<file path="config.mk">
export PLATFORM = sky130hd
export DESIGN_NAME = ripple_count_sampler
export DESIGN_NICKNAME = d
export VERILOG_FILES = /design/src/rtl/ripple_count_sampler.sv
export SDC_FILE = /design/constraint.sdc
export NUM_CORES = 1
export LEC_CHECK = 0
export ABC_AREA = 1
export BUFFER_PORTS_ARGS = -buffer_cell sky130_fd_sc_hd__buf_2
export CORE_AREA = 2 2 86 71
export DETAILED_ROUTE_END_ITERATION = 16
export DIE_AREA = 0 0 88 73
export PLACE_DENSITY = 0.78
export SLEW_MARGIN = 0
export SYNTH_ARGS = -nofsm -noshare
export SYNTH_HDL_FRONTEND = slang
export SYNTH_SLANG_ARGS = --single-unit
</file>
<file path="constraint.sdc">
create_clock -name clk -period 2.82 [get_ports clk]
set_input_delay 0.141 -clock clk [delete_from_list [all_inputs] [get_ports clk]]
set_output_delay 0.141 -clock clk [all_outputs]
set_load 0.005 [all_outputs]
</file>
<file path="src/rtl/ripple_count_sampler.sv">
// Samples a free-running ripple count into the clk domain, filters glitches,
// and reports per-window event totals through a valid/ready handshake.
module ripple_count_sampler #(
    parameter int unsigned CNT_W  = 4,
    parameter int unsigned ACC_W  = 16,
    parameter int unsigned PERIOD = 256
) (
    input  logic             clk,
    input  logic             reset,
    input  logic [CNT_W-1:0] q_async,
    input  logic             en,
    output logic [ACC_W-1:0] acc_out,
    output logic             acc_valid,
    input  logic             acc_ready,
    output logic             overrun,
    output logic             sat
);

    localparam int unsigned WIN_W = $clog2(PERIOD);
    localparam int unsigned SUM_W = ((ACC_W > CNT_W) ? ACC_W : CNT_W) + 1;
    localparam logic [WIN_W-1:0] WIN_LAST = WIN_W'(PERIOD - 1);

    typedef enum logic [1:0] {
        IDLE,
        ARM,
        RUN
    } state_t;

    state_t             r_state;
    logic [CNT_W-1:0]   r_s1;
    logic [CNT_W-1:0]   r_s2;
    logic [CNT_W-1:0]   r_stable_q;
    logic [CNT_W-1:0]   r_last_q;
    logic [WIN_W-1:0]   r_win_cnt;
    logic [ACC_W-1:0]   r_acc;
    logic               r_sat_w;

    logic [CNT_W-1:0]   w_delta;
    logic [SUM_W-1:0]   w_sum;
    logic               w_ovf;
    logic [ACC_W-1:0]   w_acc_next;
    logic               w_sat_next;
    logic               w_win_end;

    always_comb begin
        w_delta    = r_stable_q - r_last_q;
        w_sum      = SUM_W'(r_acc) + SUM_W'(w_delta);
        w_ovf      = (w_sum[SUM_W-1:ACC_W] != '0);
        w_acc_next = w_ovf ? '1 : w_sum[ACC_W-1:0];
        w_sat_next = r_sat_w | w_ovf;
        w_win_end  = (r_state == RUN) && en && (r_win_cnt == WIN_LAST);
    end

    // r_s1 == r_s2 means the same value was sampled on two consecutive edges,
    // so a single-cycle glitch can never reach r_stable_q.
    always_ff @(posedge clk or negedge reset) begin
        if (!reset) begin
            r_s1       <= '0;
            r_s2       <= '0;
            r_stable_q <= '0;
        end else begin
            r_s1 <= q_async;
            r_s2 <= r_s1;
            if (r_s1 == r_s2) begin
                r_stable_q <= r_s2;
            end
        end
    end

    always_ff @(posedge clk or negedge reset) begin
        if (!reset) begin
            r_state   <= IDLE;
            r_last_q  <= '0;
            r_win_cnt <= '0;
            r_acc     <= '0;
            r_sat_w   <= 1'b0;
            acc_out   <= '0;
            acc_valid <= 1'b0;
            overrun   <= 1'b0;
            sat       <= 1'b0;
        end else begin
            overrun <= 1'b0;

            case (r_state)
                IDLE: begin
                    r_win_cnt <= '0;
                    r_acc     <= '0;
                    r_sat_w   <= 1'b0;
                    if (en) begin
                        r_state <= ARM;
                    end
                end
                ARM: begin
                    if (!en) begin
                        r_state <= IDLE;
                    end else begin
                        r_last_q <= r_stable_q;
                        r_state  <= RUN;
                    end
                end
                RUN: begin
                    if (!en) begin
                        r_state   <= IDLE;
                        r_win_cnt <= '0;
                        r_acc     <= '0;
                        r_sat_w   <= 1'b0;
                    end else begin
                        r_last_q <= r_stable_q;
                        if (w_win_end) begin
                            r_win_cnt <= '0;
                            r_acc     <= '0;
                            r_sat_w   <= 1'b0;
                        end else begin
                            r_win_cnt <= r_win_cnt + WIN_W'(1);
                            r_acc     <= w_acc_next;
                            r_sat_w   <= w_sat_next;
                        end
                    end
                end
                default: begin
                    r_state <= IDLE;
                end
            endcase

            // A result only claims the slot if it is empty or being drained this edge.
            if (w_win_end) begin
                if (!acc_valid || acc_ready) begin
                    acc_out   <= w_acc_next;
                    sat       <= w_sat_next;
                    acc_valid <= 1'b1;
                end else begin
                    overrun <= 1'b1;
                end
            end else if (acc_valid && acc_ready) begin
                acc_valid <= 1'b0;
            end
        end
    end

endmodule
</file>
Word level (Yosys, flattened, before mapping)
Index checks and enable logic that the tools add are counted.
{"block": "totals", "regBits": 62, "in_bits": 8, "out_inout_bits": 19}
{"block": "classes", "n_addsub": 3, "eq_ne": 7, "mux": 19, "bitwise": 1, "n_reduce_logical": 13}
{"cell": "$mux W16", "count": 3}
{"cell": "$pmux W16 S2", "count": 1}
{"cell": "$add A16 B4 Y17", "count": 1}
{"cell": "$mux W8", "count": 2}
{"cell": "$pmux W8 S2", "count": 1}
{"cell": "$add A8 B1 Y8 const B", "count": 1}
{"cell": "$eq A8 B8 Y1 const B", "count": 1}
{"cell": "$reduce_and A2 Y1", "count": 4}
{"cell": "$mux W1", "count": 7}
{"cell": "$mux W2", "count": 3}
{"cell": "$pmux W2 S3", "count": 1}
{"cell": "$eq A4 B4 Y1", "count": 1}
{"cell": "$ne A2 B2 Y1 const B", "count": 2}
{"cell": "$reduce_bool A2 Y1", "count": 2}
{"cell": "$sub A4 B4 Y4", "count": 1}
{"cell": "$logic_and A1 B1 Y1", "count": 3}
{"cell": "$eq A2 B1 Y1 const B", "count": 1}
{"cell": "$eq A2 B2 Y1 const B", "count": 1}
{"cell": "$logic_not A2 Y1", "count": 1}
{"cell": "$ne A2 B1 Y1 const B", "count": 1}
{"cell": "$pmux W1 S2", "count": 1}
{"cell": "$reduce_or A2 Y1", "count": 1}
{"cell": "$logic_not A1 Y1", "count": 1}
{"cell": "$logic_or A1 B1 Y1", "count": 1}
{"cell": "$or A1 B1 Y1", "count": 1}

Depth between registers and ports, before layout
Gate-level depths: netlist of run 1.
{"block": "logic_depth", "ltp_word": 6, "depth_mapped": 16, "mapped_depth_nobuf": 16}

Least setup slack after synthesis of run 1
Ideal clock, no wire load.
{"block": "synth_path", "path_type": "reg-to-reg", "start": "register r_stable_q[0]", "end": "register acc_out[14]", "setup_ps": 117, "arrival_time_ps": 2329, "setup_slack_ps": 375, "stages_incl_launch_ff": 17, "path_buffers": 0, "synth_period_minus_slack_ps": 2445, "cell_sequence": "dfrtp_1 > inv_1 > ha_1 > inv_1 > fa_1 > inv_1 > fa_1 > inv_1 > nand3_1 > nand2_1 > nand2_1 > inv_1 > nand2_1 > nand2_1 > nand3_2 > nand2_1 > nand2_1"}
{"block": "synth_via", "elab_chain_cells": 3}
{"item": "start, declared", "line": "32", "text": "logic [CNT_W-1:0] r_stable_q;"}
{"item": "start signal, assigned", "line": "65", "text": "r_stable_q <= r_s2;"}
{"item": "$sub A4 B4 Y4", "line": "46", "text": "w_delta = r_stable_q - r_last_q;"}
{"item": "$add A16 B4 Y17", "line": "47", "text": "w_sum = SUM_W'(r_acc) + SUM_W'(w_delta);"}
{"item": "$mux W16", "line": "49", "text": "w_acc_next = w_ovf ? '1 : w_sum[ACC_W-1:0];"}
{"item": "end signal, assigned", "line": "128", "text": "acc_out <= w_acc_next;"}
{"item": "end, declared", "line": "12", "text": "output logic [ACC_W-1:0] acc_out,"}
Every way passes these cells.
A chain may end at the register's enable or synchronous reset.

Worst setup path in the final report of run 1
{"block": "layout_path", "start": "register r_stable_q[0]", "end": "register r_acc[6]"}
{"block": "layout_via", "elab_chain_cells": 6}
{"item": "$sub A4 B4 Y4", "line": "46"}
{"item": "$add A16 B4 Y17", "line": "47"}
{"item": "$mux W16", "line": "49"}
{"item": "$mux W16", "line": "109", "text": "if (w_win_end) begin"}
{"item": "$mux W16", "line": "102", "text": "if (!en) begin"}
{"item": "$pmux W16 S2", "line": "84", "text": "case (r_state)"}
{"item": "end signal, assigned", "line": "115", "text": "r_acc <= w_acc_next;"}
{"item": "end, declared", "line": "35", "text": "logic [ACC_W-1:0] r_acc;"}
Every way passes these cells.

==> summary.txt, run 1 <==
Timing
  – Fmax: 0.382 GHz
  – Slew HR: 73.8%
  – Layout Skew: 6.83 ps
  – Worst-margin pin slew: 393 ps
  – Period utilization: 92.8%
  – RSZ-0062 raised after global routing: false
  – Final Hold Fails: 0
  – Fin Setup TNS: 0 ps
  – Setup Viol. Count Final: 0
  – Slew Viols, Final: 0
  – Post-route minimum period: 2620 ps

Worst hold path
  – Beginning of the worst hold path: acc_ready
  – Worst Hold End: overrun$_DFF_PN0_
  – Hold path depth: 4
  – Worst Hold Class: in -> reg

Power and ir drop
  – Switching share of power: 37.7%
  – Gate power share: between 30 and 40%
  – Clock network power share: between 20% and 30%
  – VDD IR-drop max: 422 uV
  – P_int: approximately 1.7 mW
  – Leakage: 1.98 nW
  – Psw: 1.03 mW
  – PD cells: between 700 and 800 nW/um^2
  – Register share of total power: roughly two fifths

Setup path
  – R2R cell count: 15
  – CP max FO: 6
  – Worst R2R Setup Slack: 200 ps
  – Endpoint class of the critical path: flop
  – Setup CP Type: reg -> reg
  – Reg2reg end: r_acc[6]$_DFFE_PN0P_
  – Crit path launch type: flop
  – Worst endpoint required time: 3070 ps
  – R2r startpoint: r_stable_q[0]$_DFFE_PN0N_
  – Worst EP arrival: 2860 ps

Logic synthesis
  – Synth Area in Simple Gates: 30.0%
  – Largest family of logic cells by synthesized area: simple AND/OR/NAND/NOR gates
  – EDFF count, synth: 0
  – Cell Area, Synth: 3210 sq um
  – Area contributors post-synth: dfrtp_1 48%, nand2_1 17%, inv_1 5.1%
  – Synth Area in Compound Gates: 4.79%
  – Syn Nets: 412
  – Register bit total from synthesis: 62
  – Post-Synth Adder-Cell Area: 5.53%
  – Post-synthesis cell type count: 29
  – Xor/xnor share of the synthesized area: 3.55%
  – Asr flop ratio synth: 100%
  – Mapped Cells: 391
  – Top cell type's share of synthesized area: 48.3%
  – Mux cell area share after synthesis: 0.312%
  – Ys flop type: dfrtp_1
  – Yosys top cell by area: dfrtp_1
  – Yosys Warn Count: 0
  – Register area share after synthesis: 48.3%
  – Avg Synthesized Cell Area: 8.21 sq um

Die
  – Die X: approximately 90 um
  – Row cnt: 25
  – Die Area: 6420 sq um
  – Core area: 5660 sq um
  – Chip height: 73 um
  – # IOs: 27
  – Initial core utilization: 56.7%

Run
  – Max Cap Violations: 0

Routing
  – Met3 Wirelength: 373 um
  – DRT antenna net count: 0
  – Remaining DRCs: 0
  – Routed length on met1: between 2 and 3 mm
  – Vias per cell: around 5
  – Met2 Wirelength: 2.96 mm
  – Drt wl/cell: 11.8 um
  – WL final: about 6.1 mm
  – Initial DRC Count: 131
  – Vias: 2576
  – TritonRoute pass-1 iters: 4
  – Top Layer Used: met4

Run status
  – Status: finished, final reports clean

Finish
  – Most frequent cells in the layout: 145 x nand2_1, 62 x dfrtp_1, 44 x inv_1, 31 x nand3_1, 26 x buf_2
  – N_diodes: 0
  – Commonest non-fill, non-tap cell in the layout: nand2_1
  – Fraction of layout cells with a size suffix above 1: 14.6%
  – Final Net Count: 453
  – Design Area, Final: 3660 sq um
  – Area Growth Syn to Fin: 14.0%

Clock tree
  – CTS tree: yes
  – H-Tree Depth: 3
  – Clk pin slew, worst setup/hold paths: 70 ps
  – Clk buf depth: 2
  – TritonCTS buffer count: 9
  – Clk_lat worst skew: ~340 ps
  – Root Buffer: clkbuf_8
  – Clock sinks: 62

Global routing
  – Vias in the first global route: 2387
  – Grt ovf: 0
  – Global-route wire length before repair: 10.2 mm
  – Largest net degree at the start of global routing: 32
  – Total GRT Usage: approximately a fifth
  – Antenna violations before repair: 0

Placed design
  – # port buffers: 26
  – Post-Place Cell Area: 3410 sq um
  – Hpwl dp: 4.20 mm
  – Placer congestion estimate: 0.813
[stage by stage]
stage	hold slack [ps]	power, mW	instances	utilization [%]	worst slack (ps)
after floorplan	-155	1.82	391	-	375
after global placement	46.6	2.02	494	60.2	243
after detailed placement	47.4	2.04	494	60.2	154
after CTS	120	2.73	515	64.0	93.4
after global routing	128	2.98	518	64.7	10.8
final	142	2.74	518	64.7	202
[registers in the layout (all words and copies together), names as in the netlist]
signal and cells:
acc_out 16, r_acc 16, r_win_cnt 8, r_last_q 4, r_s1 4, r_s2 4, r_stable_q 4, r_state 2
acc_valid 1, overrun 1, r_sat_w 1, sat 1
[cell type report]
cell class | count | area, sq um
clock buffers | 12 | 145
clock inverters | 4 | 22.5
fillers | 484 | 2000
inverters | 48 | 185
multi-input cells | 275 | 1440
flip-flops and latches | 62 | 1550
well taps | 81 | 101
repair buffers | 36 | 218
[kinds of logic after synthesis]
logic type                 after synthesis
and+or+nand+nor                        218
AOI/OAI and AO/OA                       29
DFF                                     62
muxes                                    1
xor gates and xnor gates                13
adders and majority gates               13
buffers and inverters                   55
[power by group through the flow]
stage                     sequential (mW)  combinational (mW)  clock (mW)
after CTS                            1.06               0.986       0.685
after global placement               1.07               0.952           0
final                                1.06                1.02       0.662
after floorplan                      1.06               0.763           0
after detailed placement             1.07               0.968           0
after global routing                 1.07                1.18       0.732
[critical path: stages (launching register included)]
cell     delay, ps
dfrtp_1        350
inv_1           90
ha_1           160
inv_1           60
fa_1           500
inv_1           60
fa_1           430
inv_1           90
nand3_1        110
nand2_4        140
nand2_1        110
inv_1          100
nand2_1         60
nand3_1        120
nand2_1         60
o21ai_0         90
[worst max path at each step]
stage	startpoint	to	slack, ps	depth (start not counted)
floorplan	r_stable_q[0]$_DFFE_PN0N_	acc_out[14]$_DFFE_PN0P_	370	16
global placement	r_stable_q[0]$_DFFE_PN0N_	r_acc[14]$_DFFE_PN0P_	240	16
detailed placement	r_stable_q[0]$_DFFE_PN0N_	r_acc[6]$_DFFE_PN0P_	150	13
CTS	r_stable_q[0]$_DFFE_PN0N_	r_acc[6]$_DFFE_PN0P_	90	13
global route	r_stable_q[0]$_DFFE_PN0N_	acc_out[10]$_DFFE_PN0P_	10	14
finish	r_stable_q[0]$_DFFE_PN0N_	r_acc[6]$_DFFE_PN0P_	200	15
[per-layer routing]
layer / up-vias / GRT usage [%]
li1: 1307 / -
met1: 1191 / 24.4
met2: 67 / 35.4
met3: 11 / 7.58
met4: 0 / 7.69
met5: - / 0
[synth_stat cells, types with 2 or more instances]
cell,count
o22ai_1,2
buf_6,3
nand3_1,31
inv_1,44
nand4_1,2
or2_2,2
dfrtp_1,62
ha_1,11
inv_2,3
clkbuf_1,2
a21oi_1,11
xor2_1,8
nand3_4,2
nor2_1,25
nand3_2,4
nand2_1,147
o21ai_0,14
fa_1,2
buf_4,2
xnor2_1,5
[timing repair]
item / in CTS / in global routing
setup buffers: 0 / 2
endpoints found under the setup margin: 0 / 31
resized for setup: 0 / 3
hold endpoints to repair: 16 / 0
hold buffers: 5 / 0
(Power assumes the default switching activity.)
==> inputs of run 2 (changes only) <==
--- a/config.mk
+++ b/config.mk
@@ -8,8 +8,7 @@
 export ABC_AREA = 1
 export BUFFER_PORTS_ARGS = -buffer_cell sky130_fd_sc_hd__buf_2
-export CORE_AREA = 2 2 86 71
+export CORE_AREA = 2 2 98 81
 export DETAILED_ROUTE_END_ITERATION = 16
-export DIE_AREA = 0 0 88 73
-export PLACE_DENSITY = 0.78
+export DIE_AREA = 0 0 100 83
 export SLEW_MARGIN = 0
 export SYNTH_ARGS = -nofsm -noshare
==> constraint.sdc (replaced) <==
create_clock -name clk -period 2.82 [get_ports clk]
set_input_delay 0.141 -clock clk [delete_from_list [all_inputs] [get_ports clk]]
set_output_delay 0.141 -clock clk [all_outputs]
set_load 0.1 [all_outputs]
==> summary.txt, run 2 (same netlist as run 1, synthesis figures left out) <==
Finish
  – Final Net Count: roughly 450
  – Area of the multi-input gates: 1430 sq um
  – Fill count: 694
  – Design Area, Final: 3690 sq um
  – Utilization after layout: between 50% and 60%
  – FF/Latch Area: around 1600 sq um
  – Most frequent cells in the layout: 144 x nand2_1, 62 x dfrtp_1, 44 x inv_1, 31 x nand3_1, 26 x buf_2
  – Area Growth Syn to Fin: 14.8%
  – Commonest non-fill, non-tap cell in the layout: nand2_1
  – N_diodes: 0
  – Biggest regs: acc_out (16), r_acc (16), r_win_cnt (8)
  – Fraction of layout cells with a size suffix above 1: between 10% and 20%
  – Post-Layout Cell Count: between 500 and 600

Timing
  – Post-route minimum period: about 2600 ps
  – Worst-margin pin slew: 490 ps
  – Setup Viol. Count Final: 0
  – Worst hold slack: 110 ps
  – Slew HR: 67.5%
  – Fmax: 0.386 GHz
  – Period utilization: 91.8%
  – Layout Skew: 11.0 ps
  – Post-route setup slack: 230 ps
  – Final Hold Fails: 0
  – Fin Setup TNS: 0 ps
  – RSZ-0062 raised after global routing: false
  – Slew Viols, Final: 0

Clock tree
  – Clock sinks: 62
  – Clk buf depth: 2
  – Clk_lat worst skew: 350 ps
  – TritonCTS buffer count: 9
  – H-Tree Depth: 3
  – CTS tree: yes
  – Setup bufs post-CTS: 0
  – Clk pin slew, worst setup/hold paths: 70 ps
  – Root Buffer: clkbuf_8

Die
  – Die Area: 8300 sq um
  – Row cnt: 28
  – Die X: 100 um
  – # IOs: 27
  – Chip height: a little over 80 um
  – Initial core utilization: 44.1%
  – Core area: 7290 sq um

Global routing
  – Vias in the first global route: 2572
  – Total GRT Usage: between 10% and 20%
  – Antenna violations before repair: 0
  – Global-route wire length before repair: 11.0 mm
  – Grt ovf: 0
  – Largest net degree at the start of global routing: 24

Routing
  – WL final: 6.31 mm
  – Vias: 2530
  – Vias per cell: 4.82
  – Remaining DRCs: 0
  – TritonRoute pass-1 iters: 4
  – Drt wl/cell: 12.0 um
  – DRT antenna net count: 0
  – Initial DRC Count: 138

Placed design
  – Hpwl dp: between 4 and 5 mm
  – Pre-CTS setup slack: 180 ps
  – DP Cell Count: 504
  – Post-Place Cell Area: approximately 3400 sq um
  – # port buffers: 26
  – Placer congestion estimate: 0.822

Run
  – Max Cap Violations: 0

Worst hold path
  – Hold path depth: 3
  – Beginning of the worst hold path: en
  – Worst Hold Class: in -> reg
  – Worst Hold End: r_state[1]$_DFFE_PN0P_

Power and ir drop
  – Register share of total power: 37.0%
  – Pwr Total: 2.86 mW
  – Psw: 1.09 mW
  – PD cells: between 700 and 800 nW/um^2
  – Gate power share: 35.9%
  – Clock network power share: 27.2%
  – P_int: ~1.8 mW
  – Leakage: slightly below 2 nW
  – Switching share of power: 38.2%
  – VDD IR-drop max: 608 uV

Run status
  – Status: finished, final reports clean

Setup path
  – R2r startpoint: r_stable_q[0]$_DFFE_PN0N_
  – Crit path launch type: flop
  – Reg2reg end: acc_out[5]$_DFFE_PN0P_
  – R2R cell count: 13
  – Worst R2R Setup Slack: 230 ps
  – Endpoint class of the critical path: flop
  – Worst EP arrival: approximately 2800 ps
  – Setup CP Type: reg -> reg
  – CP max FO: 5
  – Worst endpoint required time: 3050 ps
run 2: cell count changes in the layout (fill, tap and decap cells not counted), sizes merged:
cell and change:
bufinv +1, buf -1, clkbuf -3, nand3 -1, clkinvlp +2
run 2: final cells by class:
| type | count | share of cell area, % |
|---|---|---|
| Sequential cell | 62 | 42.1 |
| Tap cell | 90 | 3.05 |
| Inverter | 48 | 5.02 |
| Timing Repair Buffer | 35 | 5.70 |
| Clock buffer | 9 | 3.36 |
| Clock inverter | 7 | 2.04 |
| Multi-Input combinational cell | 274 | 38.7 |
run 2: layer usage:
layer / vias up / global-route usage (%) / part of all wire (%)
met5: - / 0 / 0
met4: 0 / 6.23 / 1.5
met3: 10 / 5.56 / 3.3
met2: 34 / 28.3 / 49
met1: 1193 / 19.9 / 47
li1: 1293 / - / -
run 2: worst max path at each step:
stage	from	to	depth (start not counted)
floorplan	r_stable_q[0]$_DFFE_PN0N_	acc_out[14]$_DFFE_PN0P_	16
global placement	r_stable_q[0]$_DFFE_PN0N_	acc_out[10]$_DFFE_PN0P_	14
detailed placement	r_stable_q[0]$_DFFE_PN0N_	acc_out[14]$_DFFE_PN0P_	16
CTS	r_stable_q[0]$_DFFE_PN0N_	acc_out[14]$_DFFE_PN0P_	16
global route	r_stable_q[0]$_DFFE_PN0N_	r_acc[5]$_DFFE_PN0P_	13
finish	r_stable_q[0]$_DFFE_PN0N_	acc_out[5]$_DFFE_PN0P_	13
run 2: timing repair:
item / 4_1_cts / 5_1_grt
hold buffers: 5 / 0
endpoints found under the hold margin: 21 / 0
resized for setup: 0 / 5
endpoints found under the setup margin: 0 / 23
run 2: power by group through the flow:
stage	Clock (mW)	Sequential, mW	Combinational, mW
after global placement	0	1.07	1.00
after floorplan	0	1.06	0.763
after global routing	0.840	1.07	1.20
final	0.777	1.06	1.03
after detailed placement	0	1.08	1.02
after CTS	0.805	1.06	1.03
run 2: critical path, cell delays in order, from the launching register on:
cell and delay [ps]:
dfrtp_1 370, inv_1 90, ha_1 160, inv_1 60, fa_1 370, xor2_1 170
ha_1 360, or2_2 310, nand3_1 120, nand2_2 110, nand2_1 90, nand3_1 100
nand2_1 120, nand2_1 50
